**config.mk**
```make
export PLATFORM = sky130hd
export DESIGN_NAME = qpsk_symbol_mapper
export DESIGN_NICKNAME = d
export VERILOG_FILES = /design/src/rtl/qpsk_symbol_mapper_pkg.sv /design/src/rtl/qpsk_symbol_mapper_sym_queue.sv /design/src/rtl/qpsk_symbol_mapper.sv
export SDC_FILE = /design/constraint.sdc
export NUM_CORES = 1
export LEC_CHECK = 0
export BUFFER_PORTS_ARGS = -buffer_cell sky130_fd_sc_hd__buf_4
export CORE_MARGIN = 5
export CORE_UTILIZATION = 41
export DETAILED_ROUTE_END_ITERATION = 10
export GPL_TIMING_DRIVEN = 0
export PLACE_DENSITY_LB_ADDON = 0.08
export RECOVER_POWER = 25
export SLEW_MARGIN = 20
export SYNTH_ARGS = -nofsm -noshare
export SYNTH_HDL_FRONTEND = slang
export SYNTH_SLANG_ARGS = --single-unit
export TNS_END_PERCENT = 30
```
**constraint.sdc**
```tcl
create_clock -name i_clk -period 1.3 [get_ports i_clk]
set_input_delay 0.195 -clock i_clk [delete_from_list [all_inputs] [get_ports i_clk]]
set_output_delay 0.195 -clock i_clk [all_outputs]
set_load 0.02 [all_outputs]
```
**src/rtl/qpsk_symbol_mapper_pkg.sv**
```systemverilog
// qpsk_pkg: shared types and helpers for the QPSK symbol mapper.
//   sample_t    : signed I or Q sample
//   iq_t        : packed {q, i}; q occupies the upper half, matching o_data
//   pair_state_t: chip pairing FSM states
//   out_state_t : output sequencer states
//   GRAY_DEC    : dibit {b_q,b_i} -> phase increment (differential mode)
//   GRAY_ENC    : phase -> {q_neg,i_neg} sign bits (differential mode)
//   map_dibit() : sign bits -> constellation point at +/-ampl
package qpsk_pkg;

  localparam int PKG_SAMPLE_W = 16;

  typedef logic signed [PKG_SAMPLE_W-1:0] sample_t;

  typedef struct packed {
    sample_t q;
    sample_t i;
  } iq_t;

  typedef enum logic {WAIT_I, WAIT_Q} pair_state_t;

  typedef enum logic [1:0] {OUT_IDLE, OUT_SYM, OUT_ZERO} out_state_t;

  // Two-bit entries, index k at [2k+1:2k].
  // Decode: 00->0, 01->1, 10->3, 11->2.
  localparam logic [7:0] GRAY_DEC = {2'd2, 2'd3, 2'd1, 2'd0};
  // Encode: 0->(+,+) 00, 1->(-,+) 01, 2->(-,-) 11, 3->(+,-) 10.
  localparam logic [7:0] GRAY_ENC = {2'b10, 2'b11, 2'b01, 2'b00};

  // bits[0] set -> I negative, bits[1] set -> Q negative.
  function automatic iq_t map_dibit(input logic [1:0] bits, input sample_t ampl);
    iq_t s;
    s.i = bits[0] ? -ampl : ampl;
    s.q = bits[1] ? -ampl : ampl;
    return s;
  endfunction

endpackage

```
**src/rtl/qpsk_symbol_mapper_sym_queue.sv**
```systemverilog
// sym_queue: QDEPTH-entry synchronous FIFO of iq_t symbols.
//   gclk, grst_n : clock, async active-low reset
//   push, wdata  : write request / symbol
//   pop          : read request (ignored when empty)
//   rdata        : head of queue (valid when !empty)
//   full, empty  : occupancy flags
//   drop         : push refused this cycle (full and no pop)
// A pop in the same cycle as a push on a full queue frees the slot, so
// both are honoured.
module sym_queue
  import qpsk_pkg::*;
#(
  parameter int QDEPTH = 2
) (
  input  logic gclk,
  input  logic grst_n,
  input  logic push,
  input  iq_t  wdata,
  input  logic pop,
  output iq_t  rdata,
  output logic full,
  output logic empty,
  output logic drop
);

  localparam int AW = $clog2(QDEPTH);

  if (QDEPTH < 2 || (QDEPTH & (QDEPTH - 1)) != 0) begin : g_bad_depth
    $error("sym_queue: QDEPTH must be a power of two >= 2");
  end

  // Extra MSB on each pointer distinguishes full from empty.
  logic [AW:0] wp, rp;
  iq_t         mem [QDEPTH];
  logic        do_push, do_pop;

  assign empty   = (wp == rp);
  assign full    = (wp[AW] != rp[AW]) && (wp[AW-1:0] == rp[AW-1:0]);
  assign do_pop  = pop & ~empty;
  assign do_push = push & (~full | do_pop);
  assign drop    = push & ~do_push;
  assign rdata   = mem[rp[AW-1:0]];

  always_ff @(posedge gclk or negedge grst_n) begin
    if (!grst_n) begin
      wp <= '0;
      rp <= '0;
    end else begin
      if (do_push) wp <= wp + 1'b1;
      if (do_pop)  rp <= rp + 1'b1;
    end
  end

  always_ff @(posedge gclk) begin
    if (do_push) mem[wp[AW-1:0]] <= wdata;
  end

endmodule

```
**src/rtl/qpsk_symbol_mapper.sv**
```systemverilog
// qpsk_symbol_mapper: pairs serial chips into dibits, maps them to QPSK
// points, optionally stuffs zeros, and feeds the FIR via valid/ready.
//   i_clk, i_reset : clock, async active-low reset
//   i_sync         : restart pairing (next chip is I); drops a same-cycle chip
//   i_data, i_valid: chip stream from the FIFO, no backpressure
//   o_data         : {Q, I} sample, two's complement, SAMPLE_W each
//   o_valid,i_ready: handshake toward the FIR
//   o_overflow     : sticky, a symbol was dropped on a full queue
//   o_busy         : queue/output/zero run/half-built dibit in progress
// Build option: define QPSK_DIFF_EN for differential QPSK (phase accumulator).
module qpsk_symbol_mapper
  import qpsk_pkg::*;
#(
  parameter int SAMPLE_W = 16,
  parameter int AMPL     = 8192,
  parameter int UPSAMPLE = 1,
  parameter int QDEPTH   = 2
) (
  input  logic                  i_clk,
  input  logic                  i_reset,
  input  logic                  i_sync,
  input  logic                  i_data,
  input  logic                  i_valid,
  output logic [2*SAMPLE_W-1:0] o_data,
  output logic                  o_valid,
  input  logic                  i_ready,
  output logic                  o_overflow,
  output logic                  o_busy
);

  if (SAMPLE_W != PKG_SAMPLE_W || UPSAMPLE < 1 ||
      AMPL <= 0 || AMPL >= (1 << (SAMPLE_W - 1))) begin : g_bad_cfg
    $error("qpsk_symbol_mapper: unsupported SAMPLE_W/AMPL/UPSAMPLE");
  end

  localparam sample_t AMPL_S = sample_t'(AMPL);
  localparam int      ZW     = $clog2(UPSAMPLE) + 1;

  // ---------------- chip pairing ----------------
  pair_state_t pair_q, pair_d;
  logic        b_i;
  logic        push;
  logic [1:0]  dibit, map_bits;
  iq_t         push_sym;

  always_comb begin
    pair_d = pair_q;
    push   = 1'b0;
    if (i_sync) begin
      pair_d = WAIT_I;
    end else if (i_valid) begin
      case (pair_q)
        WAIT_I:  pair_d = WAIT_Q;
        default: begin
          pair_d = WAIT_I;
          push   = 1'b1;
        end
      endcase
    end
  end

  always_ff @(posedge i_clk or negedge i_reset) begin
    if (!i_reset) begin
      pair_q <= WAIT_I;
      b_i    <= 1'b0;
    end else begin
      pair_q <= pair_d;
      if (!i_sync && i_valid && pair_q == WAIT_I) b_i <= i_data;
    end
  end

  assign dibit = {i_data, b_i};

`ifdef QPSK_DIFF_EN
  // Accumulator advances on every completed dibit, even ones the queue
  // drops, so the transmitted phase stays continuous. i_sync leaves it alone.
  logic [1:0] acc_q, acc_d;

  always_comb begin
    acc_d    = acc_q + GRAY_DEC[{dibit, 1'b0} +: 2];
    map_bits = GRAY_ENC[{acc_d, 1'b0} +: 2];
  end

  always_ff @(posedge i_clk or negedge i_reset) begin
    if (!i_reset)  acc_q <= 2'd0;
    else if (push) acc_q <= acc_d;
  end
`else
  assign map_bits = dibit;
`endif

  assign push_sym = map_dibit(map_bits, AMPL_S);

  // ---------------- symbol queue ----------------
  iq_t  q_head;
  logic q_full, q_empty, q_drop, pop;

  sym_queue #(.QDEPTH(QDEPTH)) u_queue (
    .gclk   (i_clk),
    .grst_n (i_reset),
    .push   (push),
    .wdata  (push_sym),
    .pop    (pop),
    .rdata  (q_head),
    .full   (q_full),
    .empty  (q_empty),
    .drop   (q_drop)
  );

  // ---------------- output sequencer ----------------
  out_state_t     os_q, os_d;
  iq_t            od_q, od_d;
  logic           ov_q, ov_d;
  logic [ZW-1:0]  zc_q, zc_d;
  logic           ovf_q;
  logic           xfer, advance;

  assign xfer = ov_q & i_ready;

  always_comb begin
    os_d    = os_q;
    od_d    = od_q;
    ov_d    = ov_q;
    zc_d    = zc_q;
    pop     = 1'b0;
    advance = 1'b0;
    case (os_q)
      OUT_IDLE: advance = 1'b1;
      OUT_SYM: begin
        if (xfer) begin
          if (UPSAMPLE > 1) begin
            os_d = OUT_ZERO;
            od_d = '0;
            zc_d = ZW'(1);
          end else begin
            advance = 1'b1;
          end
        end
      end
      OUT_ZERO: begin
        // zc counts zeros presented; the run ends on the last one's transfer
        if (xfer) begin
          if (zc_q == ZW'(UPSAMPLE - 1)) advance = 1'b1;
          else                           zc_d    = zc_q + ZW'(1);
        end
      end
      default: os_d = OUT_IDLE;
    endcase
    if (advance) begin
      if (!q_empty) begin
        pop  = 1'b1;
        od_d = q_head;
        ov_d = 1'b1;
        os_d = OUT_SYM;
      end else begin
        od_d = '0;
        ov_d = 1'b0;
        os_d = OUT_IDLE;
      end
    end
  end

  always_ff @(posedge i_clk or negedge i_reset) begin
    if (!i_reset) begin
      os_q  <= OUT_IDLE;
      od_q  <= '0;
      ov_q  <= 1'b0;
      zc_q  <= '0;
      ovf_q <= 1'b0;
    end else begin
      os_q  <= os_d;
      od_q  <= od_d;
      ov_q  <= ov_d;
      zc_q  <= zc_d;
      ovf_q <= ovf_q | q_drop;
    end
  end

  assign o_data     = od_q;
  assign o_valid    = ov_q;
  assign o_overflow = ovf_q;
  assign o_busy     = ~q_empty | q_full | (os_q != OUT_IDLE) | (pair_q == WAIT_Q);

endmodule

```
After elaboration in Yosys (flattened, before gate mapping)

Memories as Yosys holds them, arrays and structs flattened.
Cells that the tools add are included.

Output and inout port bits: 35
Register bits: 43
Memories kept: 1
Input port bits: 6
Word-level logic and storage cells: 63
Bits in writable memories: 64

Memory list:

| name        | depth | width | read ports | clocked after memory_dff | write ports | line                               | RTL |
|---|---|---|---|---|---|---|---|
| u_queue.mem | 2     | 32    | 1          | 0                        | 1           | qpsk_symbol_mapper_sym_queue.sv:34 | `iq_t mem [QDEPTH];` |

Reduce and logical (&&, ||, !) cells: 9
Add/subtract/negate cells: 3
Equal/unequal tests: 6
Multiplexer cells: 21
Bitwise logic cells: 13

Operators by type and width:

| kind                  | count |
|---|---|
| $mux W16              | 2 |
| $mux W32              | 1 |
| $mux W1               | 15 |
| $or A1 B1 Y1          | 5 |
| $add A2 B1 Y2 const B | 2 |
| $and A1 B1 Y1         | 4 |
| $mux W2               | 2 |
| $not A1 Y1            | 4 |
| $reduce_bool A2 Y1    | 2 |
| $logic_and A1 B1 Y1   | 3 |
| $pmux W1 S3           | 1 |
| $reduce_or A3 Y1      | 1 |
| $eq A2 B1 Y1 const B  | 1 |
| $eq A2 B2 Y1          | 1 |
| $eq A2 B2 Y1 const B  | 1 |
| $logic_not A2 Y1      | 1 |
| $ne A2 B1 Y1 const B  | 1 |
| $reduce_and A2 Y1     | 1 |
| $add A1 B1 Y1 const B | 1 |
| $eq A1 B1 Y1          | 1 |
| $logic_not A1 Y1      | 1 |
| $ne A1 B1 Y1          | 1 |

Longest topological paths before layout

Word-level depth: 10
Mapped depth: 4
Mapped depth without buffers: 3

Cells and area by module

A second synthesis with hierarchy kept.

Cells, all modules: 253
Area, all modules: 4,355.4 µm²

Modules (own cells, without submodules):

| module             | seq. area each (µm²) | area each (µm²) | times used | cells each |
|---|---|---|---|---|
| sym_queue          | 2,021.9              | 2,576.2         | 1          | 130 |
| qpsk_symbol_mapper | 925.9                | 1,779.2         | 1          | 123 |

Worst setup path after synthesis

Ideal clock, no wire load.

Kind: flip-flop to flip-flop
Start: reg, netlist name o_data[29]
End: mem u_queue.mem[0][15] in the netlist's numbering, enable pin
Cell stages (with the launch flop): 4
Slack: -0.075 ns
Data required time: 0.968 ns
Setup time: 0.332 ns
Period minus slack after synthesis: 1.375 ns
Buffers on the path: 0
Arrival: 1.043 ns
Path through: dfrtp_1 > a21bo_2 > nor3_1 > nor3b_1

RTL lines:

| what             | line |
|---|---|
| end: declaration | qpsk_symbol_mapper_sym_queue.sv:34 |

Worst setup path in the final report

Start: reg u_queue.rp[0]
End: out o_busy

Longest elaborated chain between the ends: 5
Elaborated cells on any way between the ends: 7
Those cells by class: eq/ne (2); bitwise (4); reduce/logical (1)

RTL lines:

| what                                              | line                                                                   | RTL |
|---|---|---|
| start: declaration                                | qpsk_symbol_mapper_sym_queue.sv:33                                     | `logic [AW:0] wp, rp;` |
| start signal: assignment                          | qpsk_symbol_mapper_sym_queue.sv:50                                     | `if (do_pop) rp <= rp + 1'b1;` |
| $eq A2 B2 Y1 or $eq A1 B1 Y1 (tied branches)      | qpsk_symbol_mapper_sym_queue.sv:37, qpsk_symbol_mapper_sym_queue.sv:38 |  |
| $not A1 Y1 or $logic_and A1 B1 Y1 (tied branches) | qpsk_symbol_mapper.sv:182, qpsk_symbol_mapper_sym_queue.sv:38          |  |
| $or A1 B1 Y1 * (3 in series)                      | qpsk_symbol_mapper.sv:182                                              | `assign o_busy = ~q_empty \| q_full \| (os_q != OUT_IDLE) \| (pair_q == WAIT_Q);` |
| end: declaration                                  | qpsk_symbol_mapper.sv:28                                               | `output logic o_busy` |

Every way passes the cells marked *; elsewhere a longest branch is shown, timed or not.

==> reports/metrics.csv <==
stage;metric;value;unit
sta;rsz0062_at_grt;yes;
job;drv_cap;0;
worst_setup_path;crit_required;1.11;ns
logic_synthesis;yosysTopAreaCellShare;30.0;%
placed_design;hpwl;1.24;mm
logic_synthesis;synth_seq_cells;15;
finish;final_common_cell;buf_4;
detailed_routing;first_pass_iters;4;
logic_synthesis;ys_warn_count;0;
pwr;power_frac_comb;61.5;%
finish;fillerInstances;202;
clock_tree;clk-insertion-delay-late;0.29;ns
pwr;ir_worst_vdd;1.34;mV
detailed_routing;num_vias;652;
finish;final_cell_mix;buf_4, conb_1, dfrtp_1;
pwr;power;0.00284;W
detailed_routing;viasPerCell;4.00;
placed_design;io_buffers;14;
pwr;powerDensity;2190;nW/µm²
pwr;p_int;0.00166;W
global_route;grt_max_degree;12;
worst_setup_path;critPathBufInv;1;
worst_setup_path;cp_slowest_cell;dfrtp_2;
logic_synthesis;synth.avg_cell_area;10.7;µm²
sta;skew;0.0114;ns
global_route;grt_antenna_before_repair;0;
sta;worst_slack;-0.150;ns
global_route;grt_usage;11.6;%
logic_synthesis;ys_types;29;
detailed_routing;wirelength;1.72;mm
worst_setup_path;max_stage_delay;0.46;ns
sta;period_share;112;%
floorplan;floorplan.rows;17;
placed_design;place.gp.congestion;0.677;
run_status;status;complete, but fails checks;
pwr;sequentialPowerShare;29.1;%
logic_synthesis;synth_top_cell_by_area;dfrtp_1;
clock_tree;clk_path_buf_depth;2;
global_route;grt_pass1_wl;2.89;mm
min_path;holdCritPathClass;input pin to flop;
detailed_routing;drt_iter0_drc;3;
pwr;power.leakage;0.663;nW
global_route;grt_pass1_vias;640;
sta;worst_pin_slew;0.601;ns
sta;slew_headroom;60.0;%
logic_synthesis;syn_inst;86;
logic_synthesis;netlist_area;917;µm²
logic_synthesis;synth.top_cells.by_area;dfrtp_1, buf_4, edfxtp_1;
clock_tree;clkTransAtPathRegs;0.10;ns
finish;n_antenna_cell;0;
clock_tree;cts_tree;built;
finish;drive_above_1_share;51.1;%
logic_synthesis;seq_area_frac_synth;43.1;%
placed_design;dp.cells;153;
worst_setup_path;crit_chain;xnor2_4 -> and2_4 -> nand2_2 -> buf_6;
worst_setup_path;crit_path_end_kind;output port;
sta;drv_slew;0;
clock_tree;cts_buffers;3;
finish;area_growth;41.6;%
worst_setup_path;crit_fanout;2;
detailed_routing;drc;0;
floorplan;io_pins;41;
clock_tree;cts_root_buffer;clkbuf_4;
sta;setup_viol;6;
finish;fin_nets;142;
sta;max_clock_freq;690;MHz
worst_setup_path;cp-start-kind;flop;
pwr;p_sw_share;41.5;%
logic_synthesis;async_reset_ff_share;73.3;%
pwr;p_switching;0.00118;W
worst_setup_path;critPathTopFamily;flip-flops;
worst_setup_path;crit_type;flop to output port;
clock_tree;cts_max_level;1;
clock_tree;cts.sinks;15;
floorplan;die_h;57.3;µm
run_status;violations;negative setup slack;
logic_synthesis;synth-edff-count;4;
logic_synthesis;ys.flop_type;dfrtp_1;
finish;final_cell_count_no_fill;163;
sta;min_period;1.45;ns
worst_setup_path;worstPathArrival;1.26;ns
floorplan;core_area;2170;µm²
detailed_routing;antenna_left;0;
floorplan;die_w;57.3;µm
global_route;gr-total-overflow;0;
detailed_routing;wl_per_cell;10.6;µm
sta;finalHoldViolCount;0;
floorplan;initial_core_util;42.3;%
pwr;pwr-share-clk;9.4;%
floorplan;die_area;3280;µm²
path summary, 6_finish.rpt:
| check | startpoint | to | slack (ns) | depth (start not counted) |
|---|---|---|---|---|
| worst max-delay path | u_queue.rp[0]$_DFFE_PN0P_ | o_busy | -0.15 | 4 |
| worst min-delay path | i_sync | pair_q$_DFFE_PN0P_ | 0.06 | 2 |
| worst max register to register | u_queue.rp[1]$_DFFE_PN0P_ | u_queue.mem[0][30]$_DFFE_PP_ | -0.06 | 4 |
| worst min register to register | o_overflow$_DFF_PN0_ | o_overflow$_DFF_PN0_ | 0.49 | 1 |
| max in group asynchronous | i_reset | o_data[29]$_DFFE_PN0N_ | 0.45 | 2 |
| min in group asynchronous | i_reset | os_q[0]$_DFFE_PN0N_ | 0.41 | 2 |
cell usage after synthesis (2+ instances only):
master,instances
nor3b_1,2
dfrtp_1,11
o31ai_1,3
buf_4,31
mux2i_1,2
a21oi_1,3
nor2_1,3
nand2_1,5
xnor2_1,3
edfxtp_1,4
through the flow:
step | setup WS (ns) | util [%] | hold slack, ns | cell area (µm²) | TNS, ns
floorplan | 0.0169 | - | -0.101 | 1020 | 0
global placement | -0.119 | 53.3 | 0.0389 | 1160 | -0.441
detailed placement | -0.121 | 53.3 | 0.0375 | 1160 | -0.493
CTS | -0.163 | 59.2 | 0.0547 | 1280 | -0.282
global route | -0.221 | 59.9 | 0.0539 | 1300 | -0.841
finish | -0.150 | 59.9 | 0.0607 | 1300 | -0.308
area by class of cell:
type	instances	area, µm²	area share [%]
well taps	28	35.0	2.70
clock buffers	3	22.5	1.73
repair buffers	21	160	12.3
flip-flops and latches	15	399	30.7
inverters	1	3.75	0.289
clock inverters	1	5.00	0.385
plain buffers	30	225	17.3
multi-input cells	64	448	34.5
flip-flops by register name, summed over array words and instances (netlist names):
signal       flops
u_queue.rp       2
u_queue.mem      4
o_data           3
b_i              1
u_queue.wp       2
pair_q           1
os_q             1
o_overflow       1
power by group through the flow:
stage	Clock [W]	Combinational, W	Sequential, W
2_1_floorplan	0	0.000903	0.000847
3_3_place_gp	0	0.00128	0.000791
3_5_place_dp	0	0.00131	0.000797
4_1_cts	0.000276	0.00170	0.000785
5_1_grt	0.000296	0.00188	0.000848
6_report	0.000267	0.00175	0.000826
worst register-to-register path, cell delays in order, from the launching register on:
cell and delay, ns:
dfrtp_1 0.41, xnor2_2 0.20, buf_4 0.19, nor3_2 0.05
nor3b_2 0.22
routing by layer:
layer / wire, µm / GRT usage (%)
met5: 0 / 0
met4: 9 / 1.99
met3: 128 / 4.98
met2: 902 / 20.9
met1: 683 / 12.9
repair_timing:
action	4_1_cts	5_1_grt
pin swaps	7	1
endpoints found under the hold margin	11	0
setup endpoints to repair	6	10
resized for setup	10	6
buffers inserted	6	0
hold buffers	1	0
cloned	0	0
logic make-up (layout without fill, tap and decap cells):
logic type	after synthesis	after routing	synth area share (%)
flip-flops	15	15	43.1
multiplexers	3	3	3.41
XOR/XNOR	5	5	5.59
AO/OA/AOI/OAI	14	14	12.0
other	1	26	0.409
AND/OR/NAND/NOR	16	16	9.69
buffers and inverters	32	56	25.8
Power figures use the tool's default switching activity.
